==> config.mk <==
export PLATFORM = sky130hd
export DESIGN_NAME = ald_valve_guard
export DESIGN_NICKNAME = d
export VERILOG_FILES = /design/src/rtl/ald_pkg.sv /design/src/rtl/sat_tick_counter.sv /design/src/rtl/ald_valve_guard.sv
export SDC_FILE = /design/constraint.sdc
export NUM_CORES = 1
export LEC_CHECK = 0
export BUFFER_PORTS_ARGS = -buffer_cell sky130_fd_sc_hd__buf_2
export CAP_MARGIN = 15
export CORE_MARGIN = 1.5
export CORE_UTILIZATION = 35
export CTS_CLUSTER_DIAMETER = 80
export CTS_CLUSTER_SIZE = 28
export DETAILED_ROUTE_END_ITERATION = 8
export SYNTH_ARGS = -nofsm -noshare
export SYNTH_HDL_FRONTEND = slang
export SYNTH_SLANG_ARGS = --single-unit
==> constraint.sdc <==
create_clock -name clk -period 2.9 [get_ports clk]
set_clock_uncertainty 0.05 [all_clocks]
set_input_delay 0 -clock clk [delete_from_list [all_inputs] [get_ports clk]]
set_output_delay 0 -clock clk [all_outputs]
set_load 0.05 [all_outputs]
==> src/rtl/ald_pkg.sv <==
// Shared types and constants for the ALD valve guard stage.
package ald_pkg;

  typedef enum logic [1:0] {
    IDLE  = 2'd0,
    ON    = 2'd1,
    DEAD  = 2'd2,
    FAULT = 2'd3
  } state_t;

  localparam logic [1:0] FLT_NONE     = 2'd0;
  localparam logic [1:0] FLT_CONFLICT = 2'd1;
  localparam logic [1:0] FLT_WDOG     = 2'd2;

  // Vacuum sits just above the precursor valves in the exclusive group.
  function automatic int unsigned vac_index(input int unsigned n_prec);
    return n_prec;
  endfunction

endpackage

==> src/rtl/sat_tick_counter.sv <==
// Tick counter with synchronous clear that saturates at all-ones.
module sat_tick_counter #(
  parameter int unsigned CNT_W = 16
) (
  input  logic             clk_i,
  input  logic             rst_i,
  input  logic             clr_i,
  input  logic             en_i,
  output logic [CNT_W-1:0] cnt_o
);

  logic [CNT_W-1:0] cnt_q, cnt_d;

  always_comb begin
    cnt_d = cnt_q;
    if (clr_i)
      cnt_d = '0;
    else if (en_i && (cnt_q != '1))
      cnt_d = cnt_q + CNT_W'(1);
  end

  always_ff @(posedge clk_i or posedge rst_i) begin
    if (rst_i) cnt_q <= '0;
    else       cnt_q <= cnt_d;
  end

  assign cnt_o = cnt_q;

endmodule

==> src/rtl/ald_valve_guard.sv <==
// Valve safety stage: one-open exclusion, minimum on time, break-before-make
// dead time and a stuck-open watchdog for the precursor/vacuum group.
module ald_valve_guard
  import ald_pkg::*;
#(
  parameter int unsigned N_PREC    = 3,
  parameter int unsigned DEAD_MS   = 20,
  parameter int unsigned MIN_ON_MS = 5,
  parameter int unsigned MAX_ON_MS = 5000,
  parameter int unsigned CNT_W     = 16
) (
  input  logic              clk,
  input  logic              rst,
  input  logic              tick,
  input  logic              scan_valid,
  input  logic [N_PREC-1:0] req_prec,
  input  logic              req_vac,
  input  logic [1:0]        req_vv,
  input  logic              fault_clr,
  output logic [N_PREC-1:0] prec_out,
  output logic              vac_out,
  output logic [1:0]        vv_out,
  output logic              busy,
  output logic              fault,
  output logic [1:0]        fault_code
);

  localparam int unsigned G     = N_PREC + 1;
  localparam int unsigned IDX_W = (G > 1) ? $clog2(G) : 1;
  localparam int unsigned VAC   = vac_index(N_PREC);
  localparam logic [CNT_W-1:0] DEAD_C = CNT_W'(DEAD_MS);
  localparam logic [CNT_W-1:0] MIN_C  = CNT_W'(MIN_ON_MS);
  localparam logic [CNT_W-1:0] MAX_C  = CNT_W'(MAX_ON_MS);

  state_t            state_q, state_d;
  logic [IDX_W-1:0]  cur_q, cur_d;
  logic [1:0]        code_q, code_d;
  logic [G-1:0]      req_q;
  logic [1:0]        vv_q, vv_out_q;
  logic [N_PREC-1:0] prec_q;
  logic              vac_q, busy_q, fault_q;

  logic [CNT_W-1:0]  on_cnt, dead_cnt;
  logic              on_clr, dead_clr;

  int unsigned       n_set;
  logic [IDX_W-1:0]  first_idx;
  logic [G-1:0]      others;
  logic              cur_req;
  logic [G-1:0]      grp_d;

  sat_tick_counter #(.CNT_W(CNT_W)) u_on_cnt (
    .clk_i (clk),
    .rst_i (rst),
    .clr_i (on_clr),
    .en_i  (tick),
    .cnt_o (on_cnt)
  );

  sat_tick_counter #(.CNT_W(CNT_W)) u_dead_cnt (
    .clk_i (clk),
    .rst_i (rst),
    .clr_i (dead_clr),
    .en_i  (tick),
    .cnt_o (dead_cnt)
  );

  always_comb begin
    n_set     = 0;
    first_idx = '0;
    for (int unsigned i = 0; i < G; i++) begin
      if (req_q[i]) begin
        n_set     = n_set + 1;
        first_idx = IDX_W'(i);
      end
    end
    others  = req_q & ~(G'(1) << cur_q);
    cur_req = req_q[cur_q];
  end

  always_comb begin
    state_d  = state_q;
    cur_d    = cur_q;
    code_d   = code_q;
    on_clr   = 1'b0;
    dead_clr = 1'b0;
    unique case (state_q)
      IDLE: begin
        if (n_set == 1) begin
          state_d = ON;
          cur_d   = first_idx;
          on_clr  = 1'b1;
        end else if (n_set > 1) begin
          state_d = FAULT;
          code_d  = FLT_CONFLICT;
        end
      end
      ON: begin
        // Watchdog outranks both conflict and a normal close.
        if (on_cnt >= MAX_C) begin
          state_d = FAULT;
          code_d  = FLT_WDOG;
        end else if (cur_req && (others != '0)) begin
          state_d = FAULT;
          code_d  = FLT_CONFLICT;
        end else if (!cur_req && (on_cnt >= MIN_C)) begin
          state_d  = DEAD;
          dead_clr = 1'b1;
        end
      end
      DEAD: begin
        if (dead_cnt == DEAD_C) state_d = IDLE;
      end
      FAULT: begin
        if (fault_clr && (req_q == '0)) begin
          state_d  = DEAD;
          dead_clr = 1'b1;
          code_d   = FLT_NONE;
        end
      end
      default: state_d = IDLE;
    endcase

    grp_d = '0;
    if (state_d == ON) grp_d[cur_d] = 1'b1;
  end

  always_ff @(posedge clk or posedge rst) begin
    if (rst) begin
      state_q  <= IDLE;
      cur_q    <= '0;
      code_q   <= FLT_NONE;
      req_q    <= '0;
      vv_q     <= '0;
      vv_out_q <= '0;
      prec_q   <= '0;
      vac_q    <= 1'b0;
      busy_q   <= 1'b0;
      fault_q  <= 1'b0;
    end else begin
      if (scan_valid) begin
        req_q <= {req_vac, req_prec};
        vv_q  <= req_vv;
      end
      state_q  <= state_d;
      cur_q    <= cur_d;
      code_q   <= code_d;
      vv_out_q <= vv_q;
      prec_q   <= grp_d[N_PREC-1:0];
      vac_q    <= grp_d[VAC];
      busy_q   <= (state_d != IDLE);
      fault_q  <= (state_d == FAULT);
    end
  end

  assign prec_out   = prec_q;
  assign vac_out    = vac_q;
  assign vv_out     = vv_out_q;
  assign busy       = busy_q;
  assign fault      = fault_q;
  assign fault_code = code_q;

endmodule

== After elaboration in Yosys (flattened, before gate mapping) ==
Index checks and enable logic that the tools add are counted.
W data, S select, Z words.
Word-level totals
  register bits: 52
  input bits: 11
Operators by class
  add/sub/neg operators: 5
  order comparisons: 6
  equal/unequal tests: 13
  shifts and indexed selects: 1
  muxes and demuxes: 39
  bitwise gates (word level): 2
  reductions and logical operators: 15
Operators with widths (number)
  $add A32 B1 Y32 const B: 3
  $mux W32: 3
  $mux W16: 4
  $add A16 B1 Y16 const B: 2
  $eq A32 B1 Y1 const B: 1
  $gt A32 B1 Y1 const B: 1
  $mux W2: 16
  $ne A16 B16 Y1 const B: 2
  $eq A16 B5 Y1 const B: 1
  $ge A16 B13 Y1 const B: 1
  $ge A16 B3 Y1 const B: 1
  $mux W1: 10
  $pmux W2 S4: 1
  $eq A2 B2 Y1 const B: 3
  $logic_and A1 B1 Y1: 6
  $lt A2 B3 Y1 const B: 2
  $ne A2 B2 Y1 const B: 3
  $pmux W2 S3: 1
  $reduce_bool A2 Y1: 3
  $reduce_and A5 Y1: 1
  $and A4 B4 Y4: 1
  $eq A2 B1 Y1 const B: 2
  $logic_not A4 Y1: 1
  $mux W4: 1
  11 further kinds: 11

== Longest topological paths before layout ==
  depth after elaboration: 15
  gate-level depth with buffers: 10
  depth with buffers taken out: 9

== Cells and area by module ==
A second synthesis with hierarchy kept.
Unflattened totals
  cell total of the unflattened synthesis: 325
  area, all modules: 3024.2 um2
Modules (own cells, without submodules)
  sat_tick_counter: times used 2, cells each 101, area an instance 932.1 um2, sequential area each 400.4 um2
  ald_valve_guard: times used 1, cells each 123, area an instance 1159.9 um2, sequential area each 500.5 um2

== Worst setup path before layout ==
Ideal clock, no wire load.
  path kind: register -> register
  start: register req_q[1]
  end: register u_on_cnt.cnt_q[0] (netlist: u_on_cnt.cnt_o[0])
  setup time: 121 ps
  data arrival time: 2508 ps
  data required time: 2729 ps
  setup slack: 220 ps
  cell stages (with the launch flop): 10
  clock period less this slack: 2680 ps
  cells stage by stage: dfrtp_1 > inv_1 > ha_1 > xor2_1 > ha_1 > o311ai_1 > and3_1 > clkbuf_1 > buf_2 > nor2_1
On the way
  word-level cells in the longest chain between the ends: 9
  elaborated cells on any way between the ends: 10
Ends and longest elaborated chain
  start: declaration: line ald_valve_guard.sv:38  | logic [G-1:0] req_q;
  start signal: assignment: line ald_valve_guard.sv:142  | req_q <= {req_vac, req_prec};
  $mux W32 (*): line ald_valve_guard.sv:72  | if (req_q[i]) begin
  $add A32 B1 Y32: line ald_valve_guard.sv:73  | n_set = n_set + 1;
  $mux W32 (*): line ald_valve_guard.sv:72
  $add A32 B1 Y32: line ald_valve_guard.sv:73
  $mux W32 (*): line ald_valve_guard.sv:72
  $eq A32 B1 Y1 (*): line ald_valve_guard.sv:89  | if (n_set == 1) begin
  $mux W1 (*): line ald_valve_guard.sv:89
  $mux W1 (*): line ald_valve_guard.sv:87  | unique case (state_q)
  $mux W16 or $reduce_bool A2 Y1 (tied branches)
  end signal: assignment: line sat_tick_counter.sv:24  | else cnt_q <= cnt_d;
  end: declaration: line sat_tick_counter.sv:12  | logic [CNT_W-1:0] cnt_q, cnt_d;
Mark *: on every way between the ends. The rest lies on a longest branch, timed or not.
A chain may end at the register's enable or synchronous reset.

== Worst setup path after layout ==
  start: register req_q[1]
  end: register code_q[0] (netlist: fault_code[0])
On the way
  word-level cells in the longest chain between the ends: 8
  elaborated cells on any way between the ends: 19
Ends and longest elaborated chain
  $mux W32: line ald_valve_guard.sv:72
  $add A32 B1 Y32: line ald_valve_guard.sv:73
  $mux W32: line ald_valve_guard.sv:72
  $add A32 B1 Y32: line ald_valve_guard.sv:73
  $mux W32: line ald_valve_guard.sv:72
  $gt A32 B1 Y1 or $eq A32 B1 Y1 (tied branches): line ald_valve_guard.sv:93, ald_valve_guard.sv:89
  $ne A2 B2 Y1 (no source line)
  $reduce_and A5 Y1 (no source line) (*)
  end signal: assignment: line ald_valve_guard.sv:147  | code_q <= code_d;
  end: declaration: line ald_valve_guard.sv:37  | logic [1:0] code_q, code_d;
Mark *: on every way between the ends. The rest lies on a longest branch, timed or not. The select of a mux whose other input is x is not followed.

==> flow_metrics.env <==
export IMPL_slowest_delay_ps=400
export IMPL_layout_common_cells="dfrtp_1 (52), nor2_1 (40), xnor2_1 (23)"
export IMPL_crit_buf_inv=1
export IMPL_power_frac_seq_pct=43.8
export IMPL_status="complete, no violations"
export IMPL_worstPathArrival_ps=2820
export IMPL_rsz0062_at_grt="false"
export IMPL_cts_sinks=52
export IMPL_fin_crit_ps=2660
export IMPL_viasPerCell=5.32
export IMPL_hold_depth=3
export IMPL_p_comb_share_pct=37.1
export IMPL_muxShareOfSynthArea_pct=2.88
export IMPL_post_cts_buffers=0
export IMPL_synth_cells=309
export IMPL_synth_area_sq_mm=0.00300
export IMPL_ios=21
export IMPL_syn_to_final_growth_pct=16.5
export IMPL_reg2reg_to="fault_code[0]$_DFFE_PP0P_"
export IMPL_drtIter0Drc=106
export IMPL_worst_path_max_delay_cell="dfrtp_1"
export IMPL_gp_congestion=0.808
export IMPL_relSlewSlack_pct=53.0
export IMPL_path_delay_family="adder cells"
export IMPL_die_area_sq_mm=0.00913
export IMPL_yosysSeqAreaShare_pct=43.4
export IMPL_fp_row_count=33
export IMPL_vias=2416
export IMPL_path_cells="inv_1, ha_1, xor2_1, ha_1, or2_2, a21oi_1, o21a_1, a211oi_1, mux2_2"
export IMPL_synth_compound_area_share_pct=14.9
export IMPL_ys_types=58
export IMPL_cts_root_buf="clkbuf_8"
export IMPL_synthAdderAreaFrac_pct=4.17
export IMPL_die_h_um=95.6
export IMPL_r2r_cells=9
export IMPL_grt_pass1_wl_mm=10.7
export IMPL_numCtsBuffers=5
export IMPL_antenna_left=0
export IMPL_clkLatencyLatePin_ps=310
export IMPL_rr_startpoint="req_q[1]$_DFFE_PP0P_"
export IMPL_async_flop_share_pct=100
export IMPL_portBuffers=20
export IMPL_grt_total_usage_pct=14.9
export IMPL_pwr_share_clk_pct=19.1
export IMPL_p_int_w=0.00143
export IMPL_chipWidth_um=95.6
export IMPL_p_sw_w=0.000911
export IMPL_grt_pass1_vias=2262
export IMPL_crit_path_max_fanout=7
export IMPL_post_place_ws_ps=277
export IMPL_clockBufferDepth=2
export IMPL_fin_ws_ps=235
export IMPL_fillCellCount=837
export IMPL_htreeDepth=2
export IMPL_critical_path_class="reg2reg"
export IMPL_dp_hpwl_mm=4.39
export IMPL_synth_top_family_by_area="simple AND/OR/NAND/NOR gates"
export IMPL_crit_required_ps=3050
export IMPL_hp_class="in2reg"
export IMPL_setup_viol=0
export IMPL_fin_util_pct=42.3
export IMPL_slew_violations=0
export IMPL_startpoint_type="register"
export IMPL_synth_ff_type="dfrtp_1"
export IMPL_yosys_warnings=0
export IMPL_fin_setup_tns_ps=0
export IMPL_hold_viol=0
export IMPL_routedWlPerCell_um=14.0
export IMPL_reg2reg_setup_slack_ps=240
export IMPL_dr_pass1_iters=4
export IMPL_fin_crit_sh_pct=91.9
export IMPL_synth_edf_count=0
export IMPL_worst_setup_path_end_kind="register"
export IMPL_worst_pin_slew_ps=704
export IMPL_min_to="u_dead_cnt.cnt_o[2]$_DFFE_PP0P_"
export IMPL_drc_errors=0
export IMPL_p_per_area_mw_per_mm2=669
export IMPL_overflow=0
export IMPL_hold_worst_slack_ps=15.7
export IMPL_nNetsFinal=369
export IMPL_antenna_found_initial=0
export IMPL_p_sw_share_pct=39.0
export IMPL_path_common_cell="ha_1"
export IMPL_power_leakage_nw=1.49
export IMPL_wl_mm=6.34
export IMPL_cts_tree="done"
export IMPL_clk_pin_slew_worst_paths_ps=100
export IMPL_synth_xor_area_share_pct=8.47
export IMPL_n_antenna_cell=0
export IMPL_start_util_pct=36.3
export IMPL_drive_gt1_share_pct=16.6
export IMPL_ys_seq_elements=52
export IMPL_fmaxAchievable_ghz=0.375
export IMPL_final_common_cell="dfrtp_1"
export IMPL_core_area_sq_mm=0.00826
export IMPL_synthSimpleGateAreaFrac_pct=22.5
export IMPL_grt_max_degree=34
export IMPL_avgSynthCellArea_sq_um=9.70
export IMPL_finalPower_w=0.00234
export IMPL_max_cap_violations=0
export IMPL_peakVddDrop_mv=0.258
export IMPL_min_from="tick"
export IMPL_syn_nets=330
flip-flops by register name, summed over array words and instances (netlist names), 2 cells and up:
name,flops
req_q,4
vv_out,2
fault_code,2
state_q,2
vv_q,2
u_dead_cnt.cnt_o,16
cur_q,2
prec_out,3
u_on_cnt.cnt_o,16
power groups by stage:
stage | sequential [W] | combinational [W] | clock, W
final | 0.00102 | 0.000867 | 0.000446
after global placement | 0.00104 | 0.000827 | 0
after floorplan | 0.00108 | 0.000595 | 0
after global routing | 0.00104 | 0.000978 | 0.000486
after CTS | 0.00102 | 0.000871 | 0.000460
after detailed placement | 0.00104 | 0.000843 | 0
synth_stat cells (5+ instances only):
cell      instances  area [sq um]
xor2_1            6          52.6
inv_1            16          60.1
xnor2_1          23           201
nor2_1           40           150
o31ai_1           5          37.5
nor3_1           11          55.1
a211oi_1          7          52.6
nand2_1          22          82.6
clkbuf_1          6          22.5
nand3_1          11          55.1
nor4_1            5          31.3
a21oi_1           6          30.0
nand4_1          13          81.3
and4_1            5          43.8
ha_1             10           125
dfrtp_1          52          1300
o21ai_0           9          45.0
kinds of logic (layout without fill, tap and decap cells):
logic type / count (synthesis) / in the layout
compound gates: 56 / 56
xor+xnor: 29 / 29
fa+ha+maj: 10 / 10
buf+inv: 26 / 66
flops: 52 / 52
mux: 7 / 7
simple gates: 129 / 129
worst register-to-register path: cells and delay by family (launching register included):
kind	cells	cell delay (ps)
adders and majority gates	2	680
AOI/OAI and AO/OA	3	560
DFF	1	400
muxes	1	370
xor gates and xnor gates	1	240
and+or+nand+nor	1	140
buffers and inverters	1	110
how the worst max path moves through the flow:
stage | startpoint | cells past startpoint | end | slack [ps]
6_report | req_q[1]$_DFFE_PP0P_ | 9 | fault_code[0]$_DFFE_PP0P_ | 240
2_1_floorplan | req_q[1]$_DFFE_PP0P_ | 9 | u_on_cnt.cnt_o[0]$_DFFE_PP0P_ | 220
3_3_place_gp | req_q[1]$_DFFE_PP0P_ | 9 | fault_code[0]$_DFFE_PP0P_ | 370
4_1_cts | req_q[1]$_DFFE_PP0P_ | 9 | fault_code[0]$_DFFE_PP0P_ | 260
5_1_grt | req_q[1]$_DFFE_PP0P_ | 9 | fault_code[0]$_DFFE_PP0P_ | 6
3_5_place_dp | req_q[1]$_DFFE_PP0P_ | 9 | fault_code[0]$_DFFE_PP0P_ | 280
layout make-up:
class | instances | area, sq um | area share (%)
clock buffers | 7 | 86.3 | 2.47
clock inverters | 1 | 7.51 | 0.215
inverters | 16 | 60.1 | 1.72
multi-input cells | 231 | 1600 | 45.8
flip-flops and latches | 52 | 1300 | 37.2
well taps | 105 | 131 | 3.76
repair buffers | 42 | 308 | 8.81
what timing repair did:
| action | CTS | global route |
|---|---|---|
| hold buffers | 17 | 0 |
| endpoints found under the setup margin | 0 | 6 |
| hold endpoints to repair | 38 | 0 |
| resized for setup | 0 | 1 |
per-stage QoR:
| stage | area [sq um] | instances |
|---|---|---|
| global route | 3490 | 454 |
| floorplan | 3000 | 309 |
| global placement | 3220 | 429 |
| finish | 3490 | 454 |
| CTS | 3480 | 454 |
| detailed placement | 3220 | 429 |
per-layer routing:
metal  GRT usage [%]  up-vias  share of wire [%]  routed length (um)
met5               0        -                  0                   0
li1                -     1198                  -                   -
met4            3.92        0                1.4                  91
met2            23.7       56                 46                2900
met1            20.7     1154                 48                3050
met3            3.11        8                4.7                 296
Note: power is estimated with default switching activity, not from simulation.
